`src/rtl/stopwatch_pkg.sv`:
```
// Shared definitions for the stopwatch elapsed-time counter: state codes,
// BCD digit limits and the packed HH:MM:SS time type.
// Optional lap capture in stopwatch_counter is enabled with STOPWATCH_LAP_EN.
package stopwatch_pkg;

    localparam logic [1:0] IDLE  = 2'd0;
    localparam logic [1:0] RUN   = 2'd1;
    localparam logic [1:0] PAUSE = 2'd2;
    localparam logic [1:0] DONE  = 2'd3;

    localparam logic [3:0] SEC10_MAX = 4'd5;
    localparam logic [3:0] MIN10_MAX = 4'd5;
    localparam logic [3:0] DIGIT_MAX = 4'd9;

    // Most significant digit first so the struct reads like HH:MM:SS in hex.
    typedef struct packed {
        logic [3:0] hour10;
        logic [3:0] hour1;
        logic [3:0] minute10;
        logic [3:0] minute1;
        logic [3:0] second10;
        logic [3:0] second1;
    } bcd_time_t;

    // Digit index 0 is seconds-ones, 5 is hours-tens; only the two tens
    // places below the hour roll over at 5.
    function automatic logic [3:0] digitLimit(input int idx);
        case (idx)
            1:       return SEC10_MAX;
            3:       return MIN10_MAX;
            default: return DIGIT_MAX;
        endcase
    endfunction

endpackage

```
`src/rtl/bcd_digit_inc.sv`:
```
// Single BCD digit incrementer with carry chaining. A digit at (or somehow
// above) its limit wraps to zero and passes the carry on, so no digit can
// ever leave its legal range through an increment.
module bcd_digit_inc (
    input  logic [3:0] digit_i,
    input  logic [3:0] max_i,
    input  logic       carry_in_i,
    output logic [3:0] next_digit_o,
    output logic       carry_out_o
);

    logic atMax;

    assign atMax        = (digit_i >= max_i);
    assign carry_out_o  = carry_in_i & atMax;
    assign next_digit_o = !carry_in_i ? digit_i :
                          (atMax ? 4'd0 : digit_i + 4'd1);

endmodule

```
`src/rtl/stopwatch_counter.sv`:
```
// Elapsed-time up-counter keeping BCD HH:MM:SS, advancing once per
// CLK_PER_SEC clock cycles while running, with target match and overflow.
// Define STOPWATCH_LAP_EN to add the lap input and lap capture registers.
module stopwatch_counter #(
    parameter int CLK_PER_SEC = 50000000,
    parameter int WRAP        = 0
) (
    input  logic       clock,
    input  logic       reset,
    input  logic       start,
    input  logic       stop,
    input  logic       clear,
    input  logic [3:0] setHour10,
    input  logic [3:0] setHour1,
    input  logic [3:0] setMinute10,
    input  logic [3:0] setMinute1,
    input  logic [3:0] setSecond10,
    input  logic [3:0] setSecond1,
`ifdef STOPWATCH_LAP_EN
    input  logic       lap,
    output logic [3:0] lapHour10,
    output logic [3:0] lapHour1,
    output logic [3:0] lapMinute10,
    output logic [3:0] lapMinute1,
    output logic [3:0] lapSecond10,
    output logic [3:0] lapSecond1,
`endif
    output logic [3:0] getHour10,
    output logic [3:0] getHour1,
    output logic [3:0] getMinute10,
    output logic [3:0] getMinute1,
    output logic [3:0] getSecond10,
    output logic [3:0] getSecond1,
    output logic       running,
    output logic       reached,
    output logic       overflow
);

    import stopwatch_pkg::*;

    localparam int PS_W = (CLK_PER_SEC > 1) ? $clog2(CLK_PER_SEC) : 1;
    localparam logic [PS_W-1:0] PS_LAST = PS_W'(CLK_PER_SEC - 1);

    logic [1:0]      state_q, state_d;
    logic [PS_W-1:0] presc_q, presc_d;
    bcd_time_t       count_q, count_d;
    logic            reached_q, reached_d;
    logic            overflow_q, overflow_d;

    bcd_time_t       target;
    logic            targetValid;
    logic [23:0]     incVec;
    logic [6:0]      carryChain;

    assign target = {setHour10, setHour1, setMinute10, setMinute1,
                     setSecond10, setSecond1};
    assign targetValid = (target != '0);

    // Ripple a +1 through the six digits; a carry out of the top digit
    // means the count is sitting at 99:59:59.
    assign carryChain[0] = 1'b1;
    for (genvar i = 0; i < 6; i++) begin : gDigit
        bcd_digit_inc uInc (
            .digit_i      (count_q[4*i +: 4]),
            .max_i        (digitLimit(i)),
            .carry_in_i   (carryChain[i]),
            .next_digit_o (incVec[4*i +: 4]),
            .carry_out_o  (carryChain[i+1])
        );
    end

    // Command decoding (clear > stop > start > tick) and the per-second update.
    always_comb begin
        state_d    = state_q;
        presc_d    = presc_q;
        count_d    = count_q;
        reached_d  = 1'b0;
        overflow_d = (WRAP != 0) ? 1'b0 : overflow_q;
        if (clear) begin
            state_d    = IDLE;
            presc_d    = '0;
            count_d    = '0;
            overflow_d = 1'b0;
        end else begin
            case (state_q)
                IDLE: begin
                    if (start && !stop) begin
                        state_d = RUN;
                        presc_d = '0;
                    end
                end
                RUN: begin
                    if (stop) begin
                        state_d = PAUSE;
                    end else if (presc_q == PS_LAST) begin
                        presc_d = '0;
                        if (carryChain[6]) begin
                            overflow_d = 1'b1;
                            if (WRAP != 0) begin
                                count_d = '0;
                            end else begin
                                state_d = DONE;
                            end
                        end else begin
                            count_d = incVec;
                            if (targetValid && (incVec == target)) begin
                                reached_d = 1'b1;
                                state_d   = DONE;
                            end
                        end
                    end else begin
                        presc_d = presc_q + PS_W'(1);
                    end
                end
                PAUSE: begin
                    if (start && !stop) begin
                        state_d = RUN;
                    end
                end
                default: begin
                end
            endcase
        end
    end

    // State, prescaler, count and status flags; reset wins over everything.
    always_ff @(posedge clock) begin
        if (!reset) begin
            state_q    <= IDLE;
            presc_q    <= '0;
            count_q    <= '0;
            reached_q  <= 1'b0;
            overflow_q <= 1'b0;
        end else begin
            state_q    <= state_d;
            presc_q    <= presc_d;
            count_q    <= count_d;
            reached_q  <= reached_d;
            overflow_q <= overflow_d;
        end
    end

    assign getHour10   = count_q.hour10;
    assign getHour1    = count_q.hour1;
    assign getMinute10 = count_q.minute10;
    assign getMinute1  = count_q.minute1;
    assign getSecond10 = count_q.second10;
    assign getSecond1  = count_q.second1;
    assign running     = (state_q == RUN);
    assign reached     = reached_q;
    assign overflow    = overflow_q;

`ifdef STOPWATCH_LAP_EN
    logic      lapPrev_q;
    bcd_time_t lapCount_q;

    // Capture the pre-increment count on a rising lap edge while running.
    always_ff @(posedge clock) begin
        if (!reset) begin
            lapPrev_q  <= 1'b0;
            lapCount_q <= '0;
        end else begin
            lapPrev_q <= lap;
            if (clear) begin
                lapCount_q <= '0;
            end else if ((state_q == RUN) && lap && !lapPrev_q) begin
                lapCount_q <= count_q;
            end
        end
    end

    assign lapHour10   = lapCount_q.hour10;
    assign lapHour1    = lapCount_q.hour1;
    assign lapMinute10 = lapCount_q.minute10;
    assign lapMinute1  = lapCount_q.minute1;
    assign lapSecond10 = lapCount_q.second10;
    assign lapSecond1  = lapCount_q.second1;
`endif

endmodule
```
`config.mk`:
```
export PLATFORM = sky130hd
export DESIGN_NAME = stopwatch_counter
export DESIGN_NICKNAME = d
export VERILOG_FILES = /design/src/rtl/stopwatch_pkg.sv /design/src/rtl/bcd_digit_inc.sv /design/src/rtl/stopwatch_counter.sv
export SDC_FILE = /design/constraint.sdc
export NUM_CORES = 1
export LEC_CHECK = 0
export CORE_UTILIZATION = 49
export CTS_CLUSTER_SIZE = 24
export DETAILED_ROUTE_END_ITERATION = 16
export HOLD_SLACK_MARGIN = 0.03
export PLACE_DENSITY_LB_ADDON = 0.08
export SLEW_MARGIN = 5
export SYNTH_ARGS = -nofsm -noshare
export SYNTH_HDL_FRONTEND = slang
export SYNTH_SLANG_ARGS = --single-unit
```
`constraint.sdc`:
```
create_clock -name clock -period 2.5 [get_ports clock]
set_input_delay 0.25 -clock clock [delete_from_list [all_inputs] [get_ports clock]]
set_output_delay 0.25 -clock clock [all_outputs]
set_load 0.01 [all_outputs]
```
## After elaboration in Yosys (flattened, before gate mapping)

Cells that the tools add are included.

| word-level totals | value |
|---|---|
| bits in registers | 54 |
| input bits | 29 |
| output and inout bits | 27 |
| word-level logic and storage cells | 78 |

| operators by class | value |
|---|---|
| add/subtract/negate cells | 7 |
| magnitude comparators | 6 |
| equal/unequal tests | 9 |
| mux-type cells | 22 |
| bitwise operators | 10 |
| reduce and logical (&&, ||, !) cells | 14 |

Operators with widths:

| kind | number |
|---|---|
| 2-to-1 mux 26 bit | 3 |
| case mux 26 bit (2 select lines) | 1 |
| 2-to-1 mux 4 bit | 11 |
| adder 26 x 1 -> 26 bit, second input constant | 1 |
| == test 26 bit, second input constant | 1 |
| adder 4 x 1 -> 4 bit, second input constant | 6 |
| == test 24 bit | 1 |
| nonzero test 24 bit | 1 |
| >= comparator 4 bit, second input constant | 4 |
| AND reduction 4 bit | 3 |
| 2-to-1 mux 2 bit | 5 |
| >= comparator 4 x 3 -> 1 bit, second input constant | 2 |
| OR reduction 6 bit | 1 |
| bitwise AND 1 bit | 5 |
| NOT 1 bit | 5 |
| inequality test 2 bit, second input constant | 2 |
| inequality test 4 x 2 -> 1 bit, second input constant | 1 |
| case mux 2 bit (2 select lines) | 1 |
| nonzero test 2 bit | 2 |
| OR reduction 2 bit | 2 |
| inequality test 3 x 2 -> 1 bit, second input constant | 1 |
| AND reduction 3 bit | 1 |
| == test 2 x 1 -> 1 bit, second input constant | 1 |
| == test 2 bit, second input constant | 1 |
| 5 further kinds | 6 |

## Logic depth before layout (Yosys ltp)

| logic depth | value |
|---|---|
| word-level depth | 13 |
| depth in mapped cells | 12 |
| depth with buffers taken out | 11 |

## By module

A second synthesis with hierarchy kept.

| unflattened totals | value |
|---|---|
| cell total of the unflattened synthesis | 471 |
| area total of the unflattened synthesis | 3910.0 um2 |

Modules (own cells, without submodules):

| module | times used | cells an instance | area an instance (um2) | sequential area each (um2) |
|---|---|---|---|---|
| stopwatch_counter | 1 | 297 | 2671.3 | 1081.0 |
| bcd_digit_inc | 6 | 29 | 206.4 | 0.0 |

## Worst setup path before layout

OpenSTA, ideal clock, no wires.

| timing path | value |
|---|---|
| kind | register to register |
| start point | reg count_q (netlist bit getSecond1[0]) |
| end point | reg reached_q (netlist: reached) |
| setup time | 78 ps |
| data arrival time | 2470 ps |
| required time | 2422 ps |
| slack | -48 ps |
| stages on the path, launching flop included | 12 |
| path buffers | 0 |
| period minus slack after synthesis | 2548 ps |
| cells stage by stage | dfxtp_1 > inv_1 > ha_1 > nor3b_2 > nand2b_4 > nor3_2 > mux2i_1 > xor2_1 > o21ai_0 > nor4_1 > nand4b_1 > nor3_1 |

| on the way | value |
|---|---|
| cells in the longest elaborated chain, start to end | 9 |
| elaborated cells between the ends (all ways) | 17 |
| classes of those cells | 1 x add/sub; 1 x order compare; 1 x eq/ne; 7 x mux; 5 x bitwise; 2 x reduce/logical |

Ends and longest elaborated chain:

| element | RTL line | RTL |
|---|---|---|
| start, declared | stopwatch_counter.sv:46 | `bcd_time_t count_q, count_d;` |
| start signal, assigned | stopwatch_counter.sv:137 | `count_q <= count_d;` |
| >= comparator 4 bit | bcd_digit_inc.sv:14 | `assign atMax = (digit_i >= max_i);` |
| bitwise AND 1 bit (4 in series) | bcd_digit_inc.sv:15 | `assign carry_out_o = carry_in_i & atMax;` |
| 2-to-1 mux 4 bit | bcd_digit_inc.sv:16 | `assign next_digit_o = !carry_in_i ? digit_i :` |
| == test 24 bit | stopwatch_counter.sv:106 | `if (targetValid && (incVec == target)) begin` |
| logical AND 1 bit | stopwatch_counter.sv:106 |  |
| 2-to-1 mux 1 bit | stopwatch_counter.sv:106 |  |
| end signal, assigned | stopwatch_counter.sv:138 | `reached_q <= reached_d;` |
| end, declared | stopwatch_counter.sv:47 | `logic reached_q, reached_d;` |

Parallel ways exist; a longest one is shown, timed or not.
A chain may end at the register's enable or synchronous reset.

## Final worst setup path

Ends and elaborated chain as after synthesis.

==> impl_metrics.xml <==
<?xml version="1.0" encoding="UTF-8"?>
<metrics>
  <group name="drt">
    <metric name="drc" unit="">0</metric>
    <metric name="route.vias.total" unit="">3637</metric>
    <metric name="wl" unit="µm">9840</metric>
    <metric name="wl_per_cell" unit="µm">15.1</metric>
    <metric name="dr.pass1.iters" unit="">5</metric>
    <metric name="drtIter0Drc" unit="">163</metric>
    <metric name="post_drt_via_cell_ratio" unit="">5.60</metric>
    <metric name="drtAntennaViolNets" unit="">0</metric>
  </group>
  <group name="synthesis">
    <metric name="synth_area_leaders" unit="">sky130_fd_sc_hd__dfxtp_1 31%, sky130_fd_sc_hd__nor2_1 7.6%, sky130_fd_sc_hd__ha_1 6.8%</metric>
    <metric name="syn-instance-count" unit="">447</metric>
    <metric name="yosys_warnings" unit="">0</metric>
    <metric name="synth_area" unit="µm²">3500</metric>
    <metric name="synth-async-reset-ratio" unit="">0</metric>
    <metric name="synth_cell_type_count" unit="">55</metric>
    <metric name="yosysTopAreaCellShare" unit="">0.309</metric>
    <metric name="number_of_synthesized_flops_with_an_enable_pin" unit="">0</metric>
    <metric name="synth-main-ff-cell" unit="">sky130_fd_sc_hd__dfxtp_1</metric>
    <metric name="synth.net_count" unit="">495</metric>
    <metric name="ys_seq_area_frac" unit="">0.309</metric>
    <metric name="synth.avg_cell_area" unit="µm²">7.83</metric>
    <metric name="synthesized_flop_and_latch_total" unit="">54</metric>
    <metric name="synthDominantAreaCellType" unit="">sky130_fd_sc_hd__dfxtp_1</metric>
  </group>
  <group name="clock_tree">
    <metric name="cts.path.max_buffers" unit="">2</metric>
    <metric name="count_of_clock_tree_sinks" unit="">54</metric>
    <metric name="path_clk_slew" unit="ps">100</metric>
    <metric name="tritoncts_clock_tree" unit="">yes</metric>
    <metric name="cts_bufs_inserted" unit="">5</metric>
    <metric name="worstSkewPairLatency" unit="ps">320</metric>
    <metric name="htree_depth" unit="">2</metric>
    <metric name="cts_root_buffer" unit="">sky130_fd_sc_hd__clkbuf_8</metric>
    <metric name="cts.hold.buffers_added" unit="">0</metric>
  </group>
  <group name="critical_path">
    <metric name="worst_setup_path_start_kind" unit="">register</metric>
    <metric name="worstSetupStartpoint" unit="">getSecond1[0]</metric>
    <metric name="timing.rr.start" unit="">getSecond1[0]</metric>
    <metric name="critical_path_class" unit="">register to register</metric>
    <metric name="crit_arrival" unit="ps">2750</metric>
    <metric name="critical_path_peak_fanout" unit="">5</metric>
    <metric name="cp_data_required_time" unit="ps">2750</metric>
    <metric name="crit_path_end_kind" unit="">register</metric>
  </group>
  <group name="die">
    <metric name="design.portCount" unit="">56</metric>
    <metric name="floorplan.die.width" unit="µm">86.5</metric>
    <metric name="dieArea" unit="µm²">7480</metric>
    <metric name="die_h" unit="µm">86.5</metric>
    <metric name="placementRows" unit="">30</metric>
    <metric name="core-area" unit="µm²">6830</metric>
    <metric name="starting_density_of_the_core" unit="">0.512</metric>
  </group>
  <group name="min_path">
    <metric name="hp-class" unit="">register to register</metric>
    <metric name="hold_start" unit="">overflow</metric>
  </group>
  <group name="global_route">
    <metric name="gr-total-overflow" unit="">0</metric>
    <metric name="grt_start_max_net_pins" unit="">30</metric>
    <metric name="gr-usage-all-layers" unit="">0.266</metric>
    <metric name="grt_first_pass_wirelength" unit="µm">15700</metric>
    <metric name="antenna_found_initial" unit="">0</metric>
    <metric name="vias_in_the_first_global_route" unit="">3356</metric>
  </group>
  <group name="timing">
    <metric name="clock.fmax" unit="MHz">399</metric>
    <metric name="max-slew-margin-rel" unit="">0.744</metric>
    <metric name="skew" unit="ps">8.48</metric>
    <metric name="rsz0062_at_grt" unit="">yes</metric>
    <metric name="period_needed" unit="ps">2510</metric>
    <metric name="worstMarginPinSlew" unit="ps">380</metric>
    <metric name="finalMaxSlewViolations" unit="">0</metric>
    <metric name="finalHoldViolCount" unit="">0</metric>
    <metric name="setup_violations" unit="">1</metric>
    <metric name="post-route-period-util" unit="">1.00</metric>
    <metric name="setup_slack" unit="ps">-6.18</metric>
  </group>
  <group name="place">
    <metric name="pre_cts_setup_slack" unit="ps">-111</metric>
    <metric name="place_congestion" unit="">0.941</metric>
    <metric name="placement.io_buffers" unit="">55</metric>
    <metric name="post-dp-hpwl" unit="µm">7290</metric>
  </group>
  <group name="run_status">
    <metric name="violations_in_the_final_reports" unit="">setup timing</metric>
    <metric name="status" unit="">finished with violations</metric>
  </group>
  <group name="job">
    <metric name="number_of_maximum_capacitance_constraint_violations" unit="">0</metric>
  </group>
  <group name="pwr">
    <metric name="power.density_cell_area" unit="nW/µm²">335</metric>
    <metric name="peakVddDrop" unit="V">0.000209</metric>
    <metric name="p_leak" unit="nW">1.81</metric>
    <metric name="overall_power" unit="mW">1.59</metric>
  </group>
  <group name="final_layout">
    <metric name="post_route_cells_drive_above_1_share" unit="">0.170</metric>
    <metric name="nets" unit="">601</metric>
    <metric name="growth_of_design_area_from_synthesis_to_finish" unit="%">35.6</metric>
    <metric name="diodes" unit="">0</metric>
  </group>
</metrics>
-- power breakdown --
group / switching [mW] / total, mW / internal (mW) / leakage [nW]
clock: 0.305 / 0.605 / 0.299 / 0.0514
sequential: 0.00130 / 0.862 / 0.861 / 0.437
combinational: 0.0602 / 0.125 / 0.0644 / 1.32
total: 0.367 / 1.59 / 1.22 / 1.81
-- cells in the mapped netlist, drive strengths merged, types with 6 or more instances --
cell type and instances:
nor3 13, nand4 17, nand3 19, a31oi 6, clkbuf 6, mux2i 6, dfxtp 54, xor2 27
a21oi 35, and3 7, nor2 72, and2 6, xnor2 17, nor4 12, inv 20, nand2 40
o21ai 18, ha 19
-- metal layers --
metal | wire [µm] | GRT usage
met1 | 4170 | 0.322
met2 | 5000 | 0.483
met4 | 181 | 0.0803
met3 | 481 | 0.0429
met5 | 0 | 0
-- repair_timing --
item                       in CTS  in global routing
setup buffers                   2                 14
setup endpoints to repair       3                  4
resized for setup              10                 22
pin swaps                       8                 13
-- flip-flops by register name, indices dropped and copies added, names as in the netlist --
| name | flops |
|---|---|
| presc_q | 26 |
| getHour10 | 4 |
| getHour1 | 4 |
| getMinute10 | 4 |
| getMinute1 | 4 |
| getSecond10 | 4 |
| getSecond1 | 4 |
| state_q | 2 |
| overflow | 1 |
| reached | 1 |
-- worst paths after layout --
| path | to | slack, ps | cells after the start |
|---|---|---|---|
| worst max-delay path | reached | -6 | 11 |
| worst min-delay path | overflow | 490 | 2 |
| worst max register to register | reached | -6 | 11 |
| worst min register to register | overflow | 490 | 2 |
-- cell type report --
| type | instances | area (µm²) |
|---|---|---|
| clock buffer | 6 | 72.6 |
| clock inverter | 2 | 37.5 |
| timing repair buffer | 108 | 960 |
| inverter | 20 | 75.1 |
| sequential | 54 | 1090 |
| multi-input combinational | 364 | 2390 |
| fill | 595 | 2090 |
| tap | 96 | 120 |
-- critical path, stage by stage, from the launching register on --
cell and delay, ps:
sky130_fd_sc_hd__dfxtp_2 380, sky130_fd_sc_hd__inv_2 40, sky130_fd_sc_hd__ha_2 170, sky130_fd_sc_hd__nor3b_4 150
sky130_fd_sc_hd__nand2b_4 180, sky130_fd_sc_hd__o41a_1 460, sky130_fd_sc_hd__a31oi_4 170, sky130_fd_sc_hd__xnor2_1 100
sky130_fd_sc_hd__nor4_2 270, sky130_fd_sc_hd__nand4_1 130, sky130_fd_sc_hd__nand4b_1 230, sky130_fd_sc_hd__nor3_1 150
-- cell usage in the layout, fill, tap and decap left out, types with 3 or more instances in the layout --
| cell | Yosys | final |
|---|---|---|
| sky130_fd_sc_hd__nand3_1 | 19 | 19 |
| sky130_fd_sc_hd__and2_1 | 6 | 5 |
| sky130_fd_sc_hd__buf_6 | 1 | 3 |
| sky130_fd_sc_hd__clkbuf_8 | 0 | 5 |
| sky130_fd_sc_hd__buf_4 | 0 | 50 |
| sky130_fd_sc_hd__nand4_1 | 16 | 16 |
| sky130_fd_sc_hd__dfxtp_1 | 54 | 49 |
| sky130_fd_sc_hd__nor4_1 | 10 | 9 |
| sky130_fd_sc_hd__xnor2_1 | 17 | 17 |
| sky130_fd_sc_hd__nand2_1 | 38 | 37 |
| sky130_fd_sc_hd__clkdlybuf4s50_1 | 0 | 55 |
| sky130_fd_sc_hd__mux2i_1 | 6 | 6 |
| sky130_fd_sc_hd__nor2b_1 | 4 | 3 |
| sky130_fd_sc_hd__nor2_1 | 71 | 70 |
| sky130_fd_sc_hd__o21ai_0 | 18 | 15 |
| sky130_fd_sc_hd__nand2b_1 | 4 | 3 |
| sky130_fd_sc_hd__dfxtp_2 | 0 | 5 |
| sky130_fd_sc_hd__and3_1 | 6 | 6 |
| sky130_fd_sc_hd__or3_1 | 3 | 3 |
| sky130_fd_sc_hd__ha_1 | 19 | 17 |
| sky130_fd_sc_hd__and4_1 | 3 | 3 |
| sky130_fd_sc_hd__xor2_1 | 27 | 27 |
| sky130_fd_sc_hd__a211oi_1 | 5 | 3 |
| sky130_fd_sc_hd__a31oi_1 | 5 | 5 |
| sky130_fd_sc_hd__nor3b_1 | 3 | 3 |
| sky130_fd_sc_hd__a21oi_1 | 35 | 34 |
| sky130_fd_sc_hd__inv_1 | 20 | 18 |
| sky130_fd_sc_hd__nor3_1 | 11 | 11 |
-- per-stage QoR --
step | hold WS (ps) | util | cells | TNS [ps] | cell area [µm²]
detailed placement | 468 | 0.645 | 626 | -216 | 4400
global placement | 458 | 0.645 | 626 | 0 | 4400
finish | 485 | 0.694 | 650 | -6.18 | 4740
global route | 526 | 0.694 | 650 | -244 | 4740
floorplan | 416 | - | 447 | -89.7 | 3500
CTS | 492 | 0.668 | 636 | 0 | 4560
-- kinds of logic (layout without fill, tap and decap cells) --
kind of cell | after synthesis | after routing | synth area share
flops | 54 | 54 | 0.309
mux | 6 | 6 | 0.0172
compound gates | 82 | 82 | 0.141
xor+xnor | 44 | 44 | 0.110
simple gates | 213 | 213 | 0.321
fa+ha+maj | 19 | 19 | 0.0680
buf+inv | 29 | 136 | 0.0340
(Power assumes the default switching activity.)
